File: src/rtl/pipe_reg_chain.sv
// pipe_reg_chain: DEPTH-stage, WIDTH-bit pipeline delay line with per-stage
// valid bits, stall (EN=0), flush, programmable reset value and live occupancy.
// All state updates happen on the CLK edge selected by NEG_EDGE.
module pipe_reg_chain #(
   parameter int               WIDTH       = 32,
   parameter int               DEPTH       = 2,
   parameter logic [WIDTH-1:0] RESET_VALUE = '0,
   parameter bit               NEG_EDGE    = 1'b0
) (
   input  logic                       CLK,
   input  logic                       RST,
   input  logic                       EN,
   input  logic                       FLUSH,
   input  logic                       IN_VALID,
   input  logic [WIDTH-1:0]           D,
   output logic [WIDTH-1:0]           Q,
   output logic                       OUT_VALID,
   output logic [DEPTH-1:0]           STAGE_VALID,
   output logic [$clog2(DEPTH+1)-1:0] COUNT
);

   localparam int          CW      = $clog2(DEPTH + 1);
   localparam int unsigned DEPTH_U = DEPTH;

   logic [WIDTH-1:0] data_q [DEPTH];
   logic [WIDTH-1:0] data_d [DEPTH];
   logic [DEPTH-1:0] vld_q;
   logic [DEPTH-1:0] vld_d;
   logic [CW-1:0]    cnt;

   // Next-state: RST and FLUSH both force the reset image, then EN shifts, else hold.
   always_comb begin
      data_d = data_q;
      vld_d  = vld_q;
      if (RST || FLUSH) begin
         for (int unsigned i = 0; i < DEPTH_U; i++) begin
            data_d[i] = RESET_VALUE;
         end
         vld_d = '0;
      end else if (EN) begin
         data_d[0] = D;
         vld_d[0]  = IN_VALID;
         for (int unsigned i = 1; i < DEPTH_U; i++) begin
            data_d[i] = data_q[i-1];
            vld_d[i]  = vld_q[i-1];
         end
      end
   end

   // Next-state logic is shared; only the capturing edge differs between the two branches.
   generate
      if (NEG_EDGE) begin : g_neg
         // Register the whole chain on the falling edge.
         always_ff @(negedge CLK) begin
            data_q <= data_d;
            vld_q  <= vld_d;
         end
      end else begin : g_pos
         // Register the whole chain on the rising edge.
         always_ff @(posedge CLK) begin
            data_q <= data_d;
            vld_q  <= vld_d;
         end
      end
   endgenerate

   // Occupancy: popcount of the valid bits, straight from the state registers.
   always_comb begin
      cnt = '0;
      for (int unsigned i = 0; i < DEPTH_U; i++) begin
         cnt = cnt + CW'(vld_q[i]);
      end
   end

   assign Q           = data_q[DEPTH-1];
   assign OUT_VALID   = vld_q[DEPTH-1];
   assign STAGE_VALID = vld_q;
   assign COUNT       = cnt;

endmodule

File: config.mk
export PLATFORM = sky130hd
export DESIGN_NAME = pipe_reg_chain
export DESIGN_NICKNAME = d
export VERILOG_FILES = /design/src/rtl/pipe_reg_chain.sv
export SDC_FILE = /design/constraint.sdc
export NUM_CORES = 1
export LEC_CHECK = 0
export ABC_AREA = 1
export CAP_MARGIN = 20
export CORE_ASPECT_RATIO = 1.5
export CORE_MARGIN = 5
export CORE_UTILIZATION = 49
export CTS_CLUSTER_DIAMETER = 50
export DETAILED_ROUTE_END_ITERATION = 16
export PLACE_DENSITY_LB_ADDON = 0.12
export SYNTH_ARGS = -nofsm -noshare
export SYNTH_HDL_FRONTEND = slang
export SYNTH_SLANG_ARGS = --single-unit
export TNS_END_PERCENT = 1
File: constraint.sdc
create_clock -name CLK -period 1.1 [get_ports CLK]
set_clock_uncertainty 0.2 [all_clocks]
set_input_delay 0.165 -clock CLK [delete_from_list [all_inputs] [get_ports CLK]]
set_output_delay 0.165 -clock CLK [all_outputs]
set_load 0.05 [all_outputs]
==> results.json <==
{
  "hold_viol_final": 0,
  "synthMuxAreaShare_pct": 0,
  "p_leak_nw": 1.930,
  "core-area_um2": 5871,
  "antenna_found_initial": 0,
  "vias": 2412,
  "ir_drop_v": 0.0009612,
  "fmax_mhz": 697.8,
  "ys_types": 10,
  "grt_start_max_net_pins": 54,
  "cts_tree": "built",
  "ios": 74,
  "cts.sinks": 66,
  "grtUsageMet1_pct": 15.28,
  "synth_xor_area_share_pct": 0,
  "crit_required_ns": 0.73,
  "clockBufferDepth": 2,
  "critical_path_class": "flop to output port",
  "fin_nets": 529,
  "synth_nets": 491,
  "path_buf_inv": 1,
  "area_growth_pct": 37.75,
  "rsz0062_at_grt": "true",
  "relSlewSlack_pct": 85.91,
  "path_cells": "ha_4 -> buf_12",
  "grt.total_usage_pct": 14.38,
  "power.density_nw_per_um2": 1249,
  "die_y_um": 105.6,
  "synth_top_family_by_area": "simple AND/OR/NAND/NOR gates",
  "drive_gt1_share_pct": 19.23,
  "path_clk_slew_ns": 0.07,
  "globalRouteOverflowTotal": 0,
  "yosys_warnings": 0,
  "hold_slack_ns": 0.08657,
  "hpwl_um": 3845,
  "busiest_layer": "met2",
  "n_antenna_cell": 0,
  "finalSetupViolations": 37,
  "status": "finished with violations",
  "grt_pass1_wl_um": 8852,
  "synthSimpleGateAreaFrac_pct": 33.43,
  "cts_root_buf": "clkbuf_8",
  "slowest_stage": "dfxtp_4",
  "syn_area_um2": 2983,
  "fin_cells": 566,
  "setup_ws_ns": -0.3331,
  "min_delay_worst_endpoint": "Q[2]",
  "worst_pin_slew_ns": 0.2113,
  "hp-class": "input port to flop",
  "hp-start": "RST",
  "use_met2_pct": 24.81,
  "synth_cells": 453,
  "cp_max_fo": 2,
  "rows": 34,
  "final_area_um2": 4109,
  "start_util_pct": 50.81,
  "clk-insertion-delay-late_ns": 0.32,
  "crit_arrival_ns": 1.07,
  "first_pass_iters": 4,
  "fin_crit_sh_pct": 130.3,
  "ff2ff_setup_slack_ns": 0.13,
  "ys_seq_area_share_pct": 44.30,
  "synth_compound_area_share_pct": 0,
  "placed_cell_area_um2": 3902,
  "yosys.area_share.adder_pct": 0.4195,
  "post-cts-setup-buffers": 0,
  "htreeDepth": 3,
  "design.die.area_um2": 7780,
  "drc": 0,
  "place_inst": 551,
  "gp_congestion": 0.7314,
  "cp-end-kind": "output port",
  "violations": "setup timing",
  "hold_depth": 4,
  "startpoint_type": "flop",
  "port_buffers": 73,
  "r2r-end": "STAGE_VALID[1]",
  "timing.rr.start": "STAGE_VALID[0]",
  "drtIter0Drc": 116,
  "crit_family": "flip-flops",
  "detail_route.wl_per_cell_um": 9.345,
  "gr-usage-met3_pct": 5.810,
  "reg2reg_depth": 5,
  "drt-total-wl_um": 5289,
  "ant_nets": 0,
  "synth-seq-cells": 66,
  "grt_pass1_vias": 2142,
  "die_width_um": 73.71,
  "drt-vias-per-instance": 4.261,
  "numCtsBuffers": 9,
  "slew_violations": 0,
  "fin_crit_ns": 1.433,
  "max_stage_delay_ns": 0.35,
  "cap_violations": 0,
  "syn_area_per_cell_um2": 6.585
}
-- layer usage --
layer	part of all wire, %	wire, µm
met1	40	2091
met5	0	0
met2	51	2704
met3	7.6	402
met4	1.7	91
-- layout by cell type, fill, tap and decap left out --
master             n
buf_4              5
clkbuf_8          10
nor2_1           132
dlygate4sd3_1      1
nand2_1          132
ha_4               1
dlygate4sd2_1      2
nor2_4             1
dfxtp_2           32
clkinv_2           2
clkdlybuf4s50_1   33
clkinvlp_4         1
clkbuf_1           1
inv_1             66
dfxtp_4            2
buf_12            41
dfxtp_1           32
-- what timing repair did --
action | CTS | global route
hold endpoints to repair | 1 | 0
pin swaps | 0 | 1
hold buffers | 1 | 0
resized for setup | 34 | 0
setup endpoints to repair | 100 | 37
-- worst max-delay path by stage --
stage                         from         end  slack [ns]  depth (start not counted)
floorplan           STAGE_VALID[0]    COUNT[0]       -0.03                          1
global placement             FLUSH  data_q[59]       -0.34                          5
detailed placement           FLUSH  data_q[55]       -0.41                          5
CTS                 STAGE_VALID[0]    COUNT[0]       -0.36                          2
global route        STAGE_VALID[0]    COUNT[0]       -0.37                          2
finish              STAGE_VALID[1]    COUNT[0]       -0.33                          2
-- Yosys cell counts, drive strengths merged --
cell type,instances,area [µm²]
dfxtp,66,1321
clkbuf,1,3.750
nand2,132,495.5
inv,66,247.7
buf,54,400.4
ha,1,12.51
nor2,133,501.7
-- final cells by class --
type,count,area [µm²]
Clock inverter,3,17.52
Inverter,66,247.7
Tap cell,72,90.09
Fill cell,495,1762
Timing Repair Buffer,82,1216
Clock buffer,11,141.4
Sequential cell,66,1369
Multi-Input combinational cell,266,1027
-- cell families (layout without fill, tap and decap cells) --
logic type,Yosys count,in the layout
and+or+nand+nor,265,265
buffers and inverters,121,162
adders and majority gates,1,1
DFF,66,66
-- tightest hold or removal path: stages --
cell and delay [ns]:
dlygate4sd2_1 0.24, nor2_4 0.07, nand2_1 0.07, nor2_1 0.03
-- flip-flops by register name, indices dropped and copies added, names as in the netlist --
name         cells
STAGE_VALID      2
data_q          32
Q               32
-- where the power goes --
| part | switching (W) | leakage, nW | internal (W) | total [W] |
|---|---|---|---|---|
| clock network | 0.000822 | 0.0810 | 0.000846 | 0.00167 |
| registers | 0.0000686 | 0.555 | 0.00249 | 0.00256 |
| logic | 0.000457 | 1.29 | 0.000447 | 0.000904 |
| total | 0.00135 | 1.93 | 0.00378 | 0.00513 |
-- through the flow --
stage | utilization (%) | setup WS, ns | total power [W] | setup TNS [ns]
after floorplan | - | -0.02727 | 0.003170 | -0.02727
after global placement | 66.47 | -0.3440 | 0.003497 | -21.37
after detailed placement | 66.47 | -0.4063 | 0.003516 | -24.30
after CTS | 69.99 | -0.3560 | 0.005205 | -4.683
after global routing | 69.99 | -0.3660 | 0.005411 | -5.267
final | 69.99 | -0.3331 | 0.005130 | -3.799
Power figures use the tool's default switching activity.
